`config.mk`:
```
export PLATFORM = sky130hd
export DESIGN_NAME = serial_alu_sequencer_flat
export DESIGN_NICKNAME = d
export VERILOG_FILES = /design/src/rtl/serial_alu_sequencer_if.sv /design/src/rtl/serial_alu_sequencer.sv /design/src/flat_wrapper.sv
export SDC_FILE = /design/constraint.sdc
export NUM_CORES = 1
export LEC_CHECK = 0
export CORE_MARGIN = 2
export CORE_UTILIZATION = 51
export DETAILED_ROUTE_END_ITERATION = 8
export PLACE_DENSITY = 0.85
export REMOVE_ABC_BUFFERS = 1
export SYNTH_ARGS = -nofsm -noshare
export SYNTH_HDL_FRONTEND = slang
export SYNTH_SLANG_ARGS = --single-unit
```
`constraint.sdc`:
```
create_clock -name clk -period 1.5 [get_ports clk]
set_input_delay 0.3 -clock clk [delete_from_list [all_inputs] [get_ports clk]]
set_output_delay 0.3 -clock clk [all_outputs]
set_load 0.03 [all_outputs]
```
`src/rtl/serial_alu_sequencer_if.sv`:
```
// -----------------------------------------------------------------------------
// serial_alu_sequencer_if
// Request/response bundle between the integer-ALU issue logic (master) and the
// bit-serial ALU sequencer (slave).
//
// Signals:
//   start    master->slave  request, honoured only when the sequencer is idle/done
//   a_in     master->slave  operand A
//   b_in     master->slave  operand B
//   alu_ctl  master->slave  {Ainvert, Binvert, Op[1:0]}
//   busy     slave->master  operation in progress
//   done     slave->master  one-cycle completion pulse
//   result   slave->master  committed result
//   zero     slave->master  committed result == 0
//   cout     slave->master  carry out of the MSB
//   ovf      slave->master  signed overflow (ADD only)
// -----------------------------------------------------------------------------
interface serial_alu_sequencer_if #(
    parameter int WIDTH = 64
);
    logic             start;
    logic [WIDTH-1:0] a_in;
    logic [WIDTH-1:0] b_in;
    logic [3:0]       alu_ctl;
    logic             busy;
    logic             done;
    logic [WIDTH-1:0] result;
    logic             zero;
    logic             cout;
    logic             ovf;

    modport master (
        output start, a_in, b_in, alu_ctl,
        input  busy, done, result, zero, cout, ovf
    );

    modport slave (
        input  start, a_in, b_in, alu_ctl,
        output busy, done, result, zero, cout, ovf
    );
endinterface

```
`src/rtl/serial_alu_sequencer.sv`:
```
// -----------------------------------------------------------------------------
// serial_alu_sequencer
// Time-multiplexes a single combinational 1-bit ALU slice to execute a full
// WIDTH-bit operation, one bit per clock, LSB first. Operands and the control
// word are latched when a request is accepted; the slice carry-out is fed back
// as the next carry-in. SLT is resolved at the MSB as Set ^ Ovf.
//
// Ports:
//   clk      sole clock, rising edge
//   rst_n    synchronous active-low reset
//   bus      request/response interface (slave side)
//   s_a, s_b, s_ainv, s_binv, s_op, s_cin, s_less   drive the shared slice
//   s_o, s_cout, s_set, s_ovf                        slice outputs (combinational)
//
// State  | meaning
// -------+---------------------------------------------------------------
// IDLE   | waiting for start
// RUN    | one bit per cycle through the slice; commit on the MSB cycle
// DONE   | one-cycle done pulse; start here chains straight into RUN
// -----------------------------------------------------------------------------
module serial_alu_sequencer #(
    parameter int WIDTH = 64
) (
    input  logic                         clk,
    input  logic                         rst_n,
    serial_alu_sequencer_if.slave        bus,
    output logic                         s_a,
    output logic                         s_b,
    output logic                         s_ainv,
    output logic                         s_binv,
    output logic [1:0]                   s_op,
    output logic                         s_cin,
    output logic                         s_less,
    input  logic                         s_o,
    input  logic                         s_cout,
    input  logic                         s_set,
    input  logic                         s_ovf
);

    localparam int            CW       = $clog2(WIDTH);
    localparam logic [CW-1:0] LAST_IDX = CW'(WIDTH - 1);

    typedef enum logic [1:0] {
        ST_IDLE = 2'd0,
        ST_RUN  = 2'd1,
        ST_DONE = 2'd2
    } state_t;

    state_t           r_state;
    state_t           w_state_nxt;

    logic [WIDTH-1:0] r_a_sr;
    logic [WIDTH-1:0] r_b_sr;
    logic [WIDTH-1:0] r_work;
    logic [3:0]       r_ctl;
    logic             r_carry;
    logic [CW-1:0]    r_idx;

    logic [WIDTH-1:0] r_result;
    logic             r_zero;
    logic             r_cout;
    logic             r_ovf;

    logic             w_accept;
    logic             w_step;
    logic             w_last;
    logic             w_busy;
    logic             w_done;
    logic [WIDTH-1:0] w_work_shifted;
    logic [WIDTH-1:0] w_commit_result;
    logic             w_commit_zero;
    logic             w_commit_ovf;

    // ------------------------------------------------------------------
    // State register
    // ------------------------------------------------------------------
    always_ff @(posedge clk) begin
        if (!rst_n) begin
            r_state <= ST_IDLE;
        end else begin
            r_state <= w_state_nxt;
        end
    end

    // ------------------------------------------------------------------
    // Next state, handshake and slice drive
    // ------------------------------------------------------------------
    always_comb begin
        w_state_nxt = r_state;
        w_accept    = 1'b0;
        w_step      = 1'b0;
        w_last      = 1'b0;
        w_busy      = 1'b0;
        w_done      = 1'b0;
        s_a         = 1'b0;
        s_b         = 1'b0;
        s_ainv      = 1'b0;
        s_binv      = 1'b0;
        s_op        = 2'b00;
        s_cin       = 1'b0;
        s_less      = 1'b0;

        case (r_state)
            ST_IDLE: begin
                if (bus.start) begin
                    w_accept    = 1'b1;
                    w_state_nxt = ST_RUN;
                end
            end
            ST_RUN: begin
                w_busy = 1'b1;
                w_step = 1'b1;
                s_a    = r_a_sr[0];
                s_b    = r_b_sr[0];
                s_ainv = r_ctl[3];
                s_binv = r_ctl[2];
                s_op   = r_ctl[1:0];
                s_cin  = r_carry;
                if (r_idx == LAST_IDX) begin
                    w_last      = 1'b1;
                    w_state_nxt = ST_DONE;
                end
            end
            ST_DONE: begin
                w_done = 1'b1;
                if (bus.start) begin
                    w_accept    = 1'b1;
                    w_state_nxt = ST_RUN;
                end else begin
                    w_state_nxt = ST_IDLE;
                end
            end
            default: begin
                w_state_nxt = ST_IDLE;
            end
        endcase
    end

    // ------------------------------------------------------------------
    // Commit values, valid only on the MSB cycle. The work register
    // fills from the top, so after WIDTH shifts bit 0 sits at the LSB.
    // SLT uses the sign of A-B corrected by overflow, which gives the
    // true signed comparison even when the subtraction wraps.
    // ------------------------------------------------------------------
    assign w_work_shifted  = {s_o, r_work[WIDTH-1:1]};
    assign w_commit_result = (r_ctl[1:0] == 2'b11)
                           ? {{(WIDTH-1){1'b0}}, s_set ^ s_ovf}
                           : w_work_shifted;
    assign w_commit_zero   = (w_commit_result == '0);
    assign w_commit_ovf    = (r_ctl[1:0] == 2'b10) & s_ovf;

    // ------------------------------------------------------------------
    // Datapath
    // ------------------------------------------------------------------
    always_ff @(posedge clk) begin
        if (!rst_n) begin
            r_a_sr   <= '0;
            r_b_sr   <= '0;
            r_work   <= '0;
            r_ctl    <= '0;
            r_carry  <= 1'b0;
            r_idx    <= '0;
            r_result <= '0;
            r_zero   <= 1'b0;
            r_cout   <= 1'b0;
            r_ovf    <= 1'b0;
        end else if (w_accept) begin
            r_a_sr  <= bus.a_in;
            r_b_sr  <= bus.b_in;
            r_work  <= '0;
            r_ctl   <= bus.alu_ctl;
            // Binvert doubles as the +1 of two's-complement subtraction.
            r_carry <= bus.alu_ctl[2];
            r_idx   <= '0;
        end else if (w_step) begin
            r_a_sr  <= {1'b0, r_a_sr[WIDTH-1:1]};
            r_b_sr  <= {1'b0, r_b_sr[WIDTH-1:1]};
            r_work  <= w_work_shifted;
            r_carry <= s_cout;
            r_idx   <= r_idx + CW'(1);
            if (w_last) begin
                r_result <= w_commit_result;
                r_zero   <= w_commit_zero;
                r_cout   <= s_cout;
                r_ovf    <= w_commit_ovf;
            end
        end
    end

    assign bus.busy   = w_busy;
    assign bus.done   = w_done;
    assign bus.result = r_result;
    assign bus.zero   = r_zero;
    assign bus.cout   = r_cout;
    assign bus.ovf    = r_ovf;

endmodule

```
`src/flat_wrapper.sv`:
```
// flat-port wrapper written by rule: the top's interface ports become plain ports
module serial_alu_sequencer_flat 
#(
    parameter int WIDTH = 64
)
  (clk, rst_n, s_a, s_b, s_ainv, s_binv, s_op, s_cin, s_less, s_o, s_cout, s_set, s_ovf, bus_start, bus_a_in, bus_b_in, bus_alu_ctl, bus_busy, bus_done, bus_result, bus_zero, bus_cout, bus_ovf);
  serial_alu_sequencer_if #(.WIDTH(WIDTH)) bus_i ();
  input  logic clk;
  input  logic rst_n;
  output logic s_a;
  output logic s_b;
  output logic s_ainv;
  output logic s_binv;
  output logic [1:0] s_op;
  output logic s_cin;
  output logic s_less;
  input  logic s_o;
  input  logic s_cout;
  input  logic s_set;
  input  logic s_ovf;
  input wire logic [$bits(bus_i.start)-1:0] bus_start;
  input wire logic [$bits(bus_i.a_in)-1:0] bus_a_in;
  input wire logic [$bits(bus_i.b_in)-1:0] bus_b_in;
  input wire logic [$bits(bus_i.alu_ctl)-1:0] bus_alu_ctl;
  output wire logic [$bits(bus_i.busy)-1:0] bus_busy;
  output wire logic [$bits(bus_i.done)-1:0] bus_done;
  output wire logic [$bits(bus_i.result)-1:0] bus_result;
  output wire logic [$bits(bus_i.zero)-1:0] bus_zero;
  output wire logic [$bits(bus_i.cout)-1:0] bus_cout;
  output wire logic [$bits(bus_i.ovf)-1:0] bus_ovf;
  assign bus_i.start = bus_start;
  assign bus_i.a_in = bus_a_in;
  assign bus_i.b_in = bus_b_in;
  assign bus_i.alu_ctl = bus_alu_ctl;
  assign bus_busy = bus_i.busy;
  assign bus_done = bus_i.done;
  assign bus_result = bus_i.result;
  assign bus_zero = bus_i.zero;
  assign bus_cout = bus_i.cout;
  assign bus_ovf = bus_i.ovf;
  serial_alu_sequencer #(.WIDTH(WIDTH)) u_core (.clk(clk), .rst_n(rst_n), .bus(bus_i), .s_a(s_a), .s_b(s_b), .s_ainv(s_ainv), .s_binv(s_binv), .s_op(s_op), .s_cin(s_cin), .s_less(s_less), .s_o(s_o), .s_cout(s_cout), .s_set(s_set), .s_ovf(s_ovf));
endmodule
```
==> results of run 1 <==
## cell type report
cell class	count	area, µm²	area share [%]
Clock inverter	8	124	0.818
Sequential cell	271	5430	35.8
Tap cell	275	344	2.27
Multi-Input combinational cell	911	5070	33.5
Inverter	2	15.0	0.0991
Clock buffer	41	851	5.62
Timing Repair Buffer	311	3310	21.9
## Yosys cell counts, drive strengths merged, types with 2 or more instances
library cell,instances
nand2,326
a21boi,72
nor4,16
nand2b,2
and3,2
xnor2,2
a21oi,66
nand4,6
clkbuf,51
nor2b,3
buf,66
o211a,56
dfxtp,271
inv,2
mux2i,2
and2,10
a22oi,3
nor2,142
xor2,4
o21ai,2
nand3,120
o221ai,68
## metrics by stage
stage          setup slack (ns)  utilization, %
6_report                 -0.284            72.5
5_1_grt                  -0.330            72.5
4_1_cts                  -0.297            70.1
3_5_place_dp             -0.267            64.2
3_3_place_gp             -0.270            64.2
2_1_floorplan             -6.58               -
## layer usage
metal / routed length [µm] / track usage [%] / vias to the layer above
met5: 0 / 0 / -
met4: 1000 / 5.95 / 0
met3: 2710 / 3.73 / 73
met2: 15600 / 42.8 / 511
met1: 12700 / 33.0 / 4922
li1: - / - / 4935
## registers in the layout (all words and copies together) (netlist names)
name,flops
u_core.bus.ovf,1
u_core.r_b_sr,64
u_core.r_idx,6
u_core.r_work,63
u_core.bus.cout,1
u_core.bus.zero,1
u_core.r_carry,1
u_core.bus.result,64
u_core.r_ctl,4
u_core.r_a_sr,64
u_core.r_state,2
## kinds of logic (layout without fill, tap and decap cells)
logic type | Yosys count | after routing
AO/OA/AOI/OAI | 270 | 270
other | 1 | 1
XOR/XNOR | 6 | 6
flip-flops | 271 | 271
multiplexers | 2 | 2
buffers and inverters | 119 | 362
adder cells (fa/ha/maj) | 1 | 1
AND/OR/NAND/NOR | 630 | 631
## power breakdown
group	switching, mW	leakage (nW)	internal [mW]	total (mW)
Combinational	1.01	3.37	1.02	2.03
Sequential	0.193	2.21	7.56	7.75
Clock	2.83	0.475	4.43	7.25
## path summary, 6_finish.rpt
| path | startpoint | end | cells after the start |
|---|---|---|---|
| worst min register to register | u_core.bus.result[0]$_SDFFE_PN0P_ | u_core.bus.result[0]$_SDFFE_PN0P_ | 2 |
| worst max-delay path | u_core.r_state[1]$_SDFFE_PN0P_ | s_op[1] | 5 |
| worst max register to register | u_core.r_state[1]$_SDFFE_PN0P_ | u_core.bus.result[0]$_SDFFE_PN0P_ | 9 |
| worst min-delay path | rst_n | u_core.bus.result[38]$_SDFFE_PN0P_ | 2 |
## repair_timing
| action | CTS | global route |
|---|---|---|
| gates cloned | 2 | 14 |
| pin swaps | 2 | 61 |
| buffers inserted | 8 | 9 |
| resized for setup | 244 | 167 |
| endpoints found under the setup margin | 81 | 215 |
## worst max-delay path: stages, from the launching register on
cell	delay, ns
sky130_fd_sc_hd__dfxtp_1	0.30
sky130_fd_sc_hd__nand2b_4	0.16
sky130_fd_sc_hd__inv_8	0.09
sky130_fd_sc_hd__buf_6	0.12
sky130_fd_sc_hd__and2_4	0.16
sky130_fd_sc_hd__buf_6	0.13
==> results.md, run 1 <==
- Outcome: finished, violations left
- Failing checks: setup timing
- Commonest register cell after synthesis: sky130_fd_sc_hd__dfxtp_1
- Setup_tns: -7.90 ns
- Register-to-Register Setup Slack: -0.22 ns
- Actual transition at the worst max-transition pin: 0.597 ns
- Max-cap violations: 0
- Starting Density: 51.6%
- Area contributors post-synth: sky130_fd_sc_hd__dfxtp_1 50%, sky130_fd_sc_hd__nand2_1 11%, sky130_fd_sc_hd__nand3_1 5.6%
- Port Buffers: 214
- Via count of the first global-routing pass: 9394
- Count of nets after finishing: 1665
- Instance count of the mapped netlist: 1300
- Time the final worst path needs with I/O delays and setup: 1.78 ns
- Count of final setup violators: 57
- GRT Overall Usage: 24.9%
- Synthesized-area fraction occupied by adder cells: 0.116%
- Fraction of final layout cells with drive strength greater than 1: 17.6%
- Antenna-violating nets left: 0
- Cts-stage hold buffer count: 0
- Xor and xnor area share after synthesis: 0.488%
- Clock buffer count from CTS: 28
- Yosys synthesis warning count: 0
- EDFF count, synth: 0
- Post-DR vias/cell: 5.74
- Layout fillers: 1524
- Num Clock Sinks: 271
- Core Box Area: 20900 µm²
- Most common library cell in the layout ignoring fill and taps: sky130_fd_sc_hd__nand2_1
- Part of the Yosys area used for sequential elements: 50.3%
- DRC violations left: 0
- Via count: 10441
- Starting DRC count in detailed routing: 902
- Dominant combinational cell family by area after synthesis: simple AND/OR/NAND/NOR gates
- Clock H-tree levels: 1
- Final weighted congestion of routability-driven global placement: 0.830
- Number of antenna violations at the first check in global routing: 1
- Die Height: 149 µm
- Post-placement cell area: 13400 µm²
- Post-synthesis instance area: 10800 µm²
- Average instance area after synthesis: 8.29 µm²
- Total wire length: 32000 µm
- GR Overflow Total: 0
- Floorplan die width: 149 µm
- Portion of synthesized cell area occupied by the leading cell type: 50.3%
- Placed wire-length estimate: 18600 µm
- Area grow syn2layout: 40.5%
- Boundary pin count: 216
- Count of unique library cells instantiated by Yosys: 35
- Async S/R FF share, synth: 0%
- Die area: 22300 µm²
- First-pass GRT wire length: 45800 µm
- Clk root buf: sky130_fd_sc_hd__clkbuf_16
- Total leakage power: 6.06 nW
- Clock tree buffer depth: 3
- Maximum fanout encountered on the critical timing path: 6
- Final worst slack: -0.284 ns
- Total count of hold-check failures in the final report: 0
- Non-filler cells in the finished layout: 1819
- Nature of the critical path endpoint: output pin
- Clock tree from TritonCTS: done
- Worst clock skew: 0.00882 ns
- Area share of and/or/nand/nor cells after synthesis: 24.4%
- Final worst path period share: 119%
- Maximum number of pins on one net before global-route repair: 88
- Worst-case vdd ir drop: 0.893 mV
- Fmax: 561 MHz
- Cell area after layout: 15100 µm²
- Commonest non-fill, non-tap cells in the layout: 322 x sky130_fd_sc_hd__nand2_1, 270 x sky130_fd_sc_hd__dfxtp_1, 142 x sky130_fd_sc_hd__nor2_1, 137 x sky130_fd_sc_hd__clkdlybuf4s50_1, 93 x sky130_fd_sc_hd__nand3_1
- RSZ-0062 raised after global routing: true
- Data required time at the worst endpoint: 1.20 ns
- Compound-Gate Fraction of Synth Area: 19.3%
- P per Cell Area: 1120 nW/µm²
- Drt pass-1 iters: 5
- Number of antenna repair diodes: 0
- Data arrival, critical path: 1.48 ns
- Worst slew margin: 59.9%
- Hold Path Class: in2reg
- Number of storage elements in the synthesis netlist: 271
- Worst Setup Path Type: reg2out
- Mux cell area share after synthesis: 0.186%
- Clk pin slew, worst setup/hold paths: 0.06 ns
- Worst-case hold slack: 0.0889 ns
- Sum of internal, switching and leakage power: 17.0 mW
- Inst Count DP: 1737
- Final number of max-transition violations: 0
- Standard-cell rows: 53
- Clk_lat worst skew: 0.53 ns
- Top cell type by total area after synthesis: sky130_fd_sc_hd__dfxtp_1
- Average routed wire per standard cell: 17.6 µm
- Category of the worst setup path launch point: register
No activity file was read; power rests on OpenSTA's default activity.
==> run 2: changes to the inputs <==
--- a/config.mk
+++ b/config.mk
@@ -5,7 +5,7 @@
 export SDC_FILE = /design/constraint.sdc
 export NUM_CORES = 1
 export LEC_CHECK = 0
-export CORE_MARGIN = 2
+export CORE_MARGIN = 10
 export CORE_UTILIZATION = 51
 export DETAILED_ROUTE_END_ITERATION = 8
 export PLACE_DENSITY = 0.85
==> results.md, run 2 (synthesis results as in run 1) <==
- Outcome: finished, violations left
- Failing checks: setup timing
- Clock tree from TritonCTS: done
- Cts-stage hold buffer count: 0 (unchanged)
- Worst Setup Path Type: reg2out
- DRC violations left: 0 (unchanged)
- Met1 layer usage reported by global route: 27.5% (-5.6 points)
- Maximum fanout encountered on the critical timing path: 9 (+3)
- Final worst path period share: 121% (+1.7 points)
- Nature of the critical path endpoint: output pin
- Maximum number of pins on one net before global-route repair: 136 (+55%)
- Count of final setup violators: 76 (+33%)
- Sum of internal, switching and leakage power: 16.5 mW (-3.0%)
- Inst Count DP: 1724 (-0.75%)
- Time the final worst path needs with I/O delays and setup: 1.81 ns (+0.0257 ns)
- GR Overflow Total: 0 (unchanged)
- Max-cap violations: 0 (unchanged)
- Drt pass-1 iters: 5 (unchanged)
- Final worst slack: -0.309 ns (-0.0257 ns)
- Clock tree buffer depth: 3 (unchanged)
- Area taken by flip-flops and latches: 5430 µm² (+0.12%)
- Clk root buf: sky130_fd_sc_hd__clkbuf_16
- First-pass GRT wire length: 49600 µm (+8.4%)
- Data required time at the worst endpoint: 1.20 ns (about the same)
- Standard-cell rows: 53 (unchanged)
- Clock buffer count from CTS: 28 (unchanged)
- Actual transition at the worst max-transition pin: 0.599 ns (+0.00268 ns)
- Worst clock skew: 0.0163 ns (+0.00746 ns)
- Reg-to-reg critical path startpoint: u_core.r_state[1]$_SDFFE_PN0P_
- Count of nets after finishing: 1643 (-1.3%)
- Clock H-tree levels: 1 (unchanged)
- Average routed wire per standard cell: 18.6 µm (+5.8%)
- Total wire length: 33500 µm (+4.7%)
- Via count: 10411 (-0.29%)
- Most common library cell in the layout ignoring fill and taps: sky130_fd_sc_hd__nand2_1
- Floorplan die width: 165 µm (+11%)
- Clk_lat worst skew: 0.54 ns (about the same)
- Area taken by multi-input logic gates: 5080 µm² (+0.15%)
- Crit path to: s_cin
- Placed wire-length estimate: 19700 µm (+6.1%)
- Die area: 27300 µm² (+23%)
- Layout fillers: 1538 (+0.92%)
- Core Box Area: 20900 µm² (unchanged)
- RSZ-0062 raised after global routing: true
- Starting Density: 51.6% (unchanged)
- Total count of hold-check failures in the final report: 0 (unchanged)
- Depth of the worst register-to-register path: 10 (+1)
- Grt met2 use: 35.5% (-7.3 points)
- Non-filler cells in the finished layout: 1800 (-1.0%)
- Part of the power in combinational logic: 12.2% (+0.3 points)
- Antenna-violating nets left: 0 (unchanged)
- Part of the total power dissipated in sequential elements: 46.9% (+1.4 points)
- P per Cell Area: 1110 nW/µm² (-1.2%)
- Port Buffers: 214 (unchanged)
- Final number of max-transition violations: 0 (unchanged)
- Launching element of the worst setup path: u_core.r_state[1]$_SDFFE_PN0P_
- Commonest non-fill, non-tap cells in the layout: 291 x sky130_fd_sc_hd__nand2_1, 267 x sky130_fd_sc_hd__dfxtp_1, 142 x sky130_fd_sc_hd__nor2_1, 137 x sky130_fd_sc_hd__clkdlybuf4s50_1, 118 x sky130_fd_sc_hd__nand3_1
- Clk pin slew, worst setup/hold paths: 0.06 ns (about the same)
- Met3 routing resource usage after global routing: 6.07% (+2.3 points)
- Final weighted congestion of routability-driven global placement: 0.831 (+0.11%)
- Die Height: 165 µm (+11%)
- Register-to-Register Setup Slack: -0.17 ns (+0.05 ns)
- Area grow syn2layout: 38.0%
- Worst slew margin: 60.0% (+0.19 points)
- Data arrival, critical path: 1.51 ns (+0.03 ns)
- R2r endpoint: u_core.bus.result[57]$_SDFFE_PN0P_
- Boundary pin count: 216 (unchanged)
- Num Clock Sinks: 271 (unchanged)
- Worst-case vdd ir drop: 0.936 mV (+4.8%)
- Starting DRC count in detailed routing: 943 (+4.5%)
- Switching power as a share of total power: 24.7% (+0.98 points)
- GRT Overall Usage: 21.8% (-3.1 points)
- Net switching power: 4.07 mW (+1.0%)
- P_int: 12.5 mW (-4.2%)
- Share of power burned in the clock network: 40.9% (-1.7 points)
- Fraction of final layout cells with drive strength greater than 1: 18.1% (+0.49 points)
- Most used routing layer in global routing: met2
- Category of the worst setup path launch point: register
- Total leakage power: 6.04 nW (-0.38%)
- Fmax: 553 MHz (-1.4%)
- Post-DR vias/cell: 5.78 (+0.77%)
- Hold Path Class: in2reg
- Via count of the first global-routing pass: 9816 (+4.5%)
- Core Util, Final: 71.2% (-1.3 points)
- Number of antenna violations at the first check in global routing: 1 (unchanged)
## run 2: changes by cell type in the layout (fill, tap and decap cells not counted), sizes merged
cell	before	now
diode	0	1
clkinv	2	8
bufinv	3	0
clkdlybuf4s15	34	18
clkdlybuf4s18	4	1
inv	3	2
clkbuf	50	47
clkinvlp	2	3
and3	3	2
## run 2: worst min path at each step
stage	startpoint	end	slack, ns	cells after the start
6_report	rst_n	u_core.bus.result[43]$_SDFFE_PN0P_	0.32	3
5_1_grt	rst_n	u_core.bus.result[56]$_SDFFE_PN0P_	0.31	3
3_3_place_gp	u_core.bus.result[13]$_SDFFE_PN0P_	u_core.bus.result[13]$_SDFFE_PN0P_	0.44	2
3_5_place_dp	u_core.bus.result[13]$_SDFFE_PN0P_	u_core.bus.result[13]$_SDFFE_PN0P_	0.44	2
4_1_cts	rst_n	u_core.r_ctl[1]$_SDFFE_PN0P_	0.31	3
2_1_floorplan	rst_n	u_core.r_a_sr[63]$_SDFFE_PN0P_	0.42	2
## run 2: worst max-delay path, stage by stage, from the launching register on
cell,delay [ns]
sky130_fd_sc_hd__dfxtp_2,0.32
sky130_fd_sc_hd__nand2b_4,0.15
sky130_fd_sc_hd__inv_6,0.08
sky130_fd_sc_hd__buf_12,0.13
sky130_fd_sc_hd__and2_4,0.16
sky130_fd_sc_hd__buf_6,0.13
## run 2: metrics by stage
| step | hold slack, ns | cell area, µm² | TNS (ns) | worst slack, ns |
|---|---|---|---|---|
| after CTS | 0.308 | 14500 | -3.84 | -0.323 |
| after floorplan | 0.416 | 10200 | -1516.38 | -6.58 |
| after global placement | 0.437 | 13400 | -16.45 | -0.251 |
| after detailed placement | 0.443 | 13400 | -19.75 | -0.238 |
| after global routing | 0.314 | 14900 | -13.34 | -0.344 |
| final | 0.323 | 14900 | -8.52 | -0.309 |
## run 2: final cells by class
class / instances / share of cell area [%]
inverters: 2 / 0.0841
clock inverters: 11 / 0.496
clock buffers: 40 / 5.63
well taps: 275 / 2.31
flip-flops and latches: 271 / 36.5
multi-input cells: 910 / 34.1
diodes: 1 / 0.0168
repair buffers: 290 / 20.8
## run 2: power by group through the flow
| stage | Clock [mW] | Sequential, mW | Combinational [mW] |
|---|---|---|---|
| 6_report | 6.76 | 7.76 | 2.01 |
| 2_1_floorplan | 0 | 7.84 | 1.00 |
| 3_5_place_dp | 0 | 7.90 | 1.85 |
| 4_1_cts | 6.80 | 7.75 | 1.93 |
| 5_1_grt | 7.10 | 7.79 | 2.21 |
| 3_3_place_gp | 0 | 7.88 | 1.81 |
## run 2: timing repair
action,4_1_cts,5_1_grt
gates resized for setup,253,207
setup endpoints to repair,81,127
buffers inserted,5,8
gates cloned,4,8
pin swaps,3,38
## run 2: routing by layer
layer	up-vias	wire length, µm
met1	4892	13300
met2	527	15900
met3	88	3290
li1	4902	-
met4	2	1040
met5	-	9
==> run 3: changes to the inputs <==
--- a/config.mk
+++ b/config.mk
@@ -5,6 +5,7 @@
 export SDC_FILE = /design/constraint.sdc
 export NUM_CORES = 1
 export LEC_CHECK = 0
+export CAP_MARGIN = 15
 export CORE_MARGIN = 10
 export CORE_UTILIZATION = 51
 export DETAILED_ROUTE_END_ITERATION = 8
==> results of run 3 <==
Same layout as run 2: the final DEF is identical, and so are final timing and power.
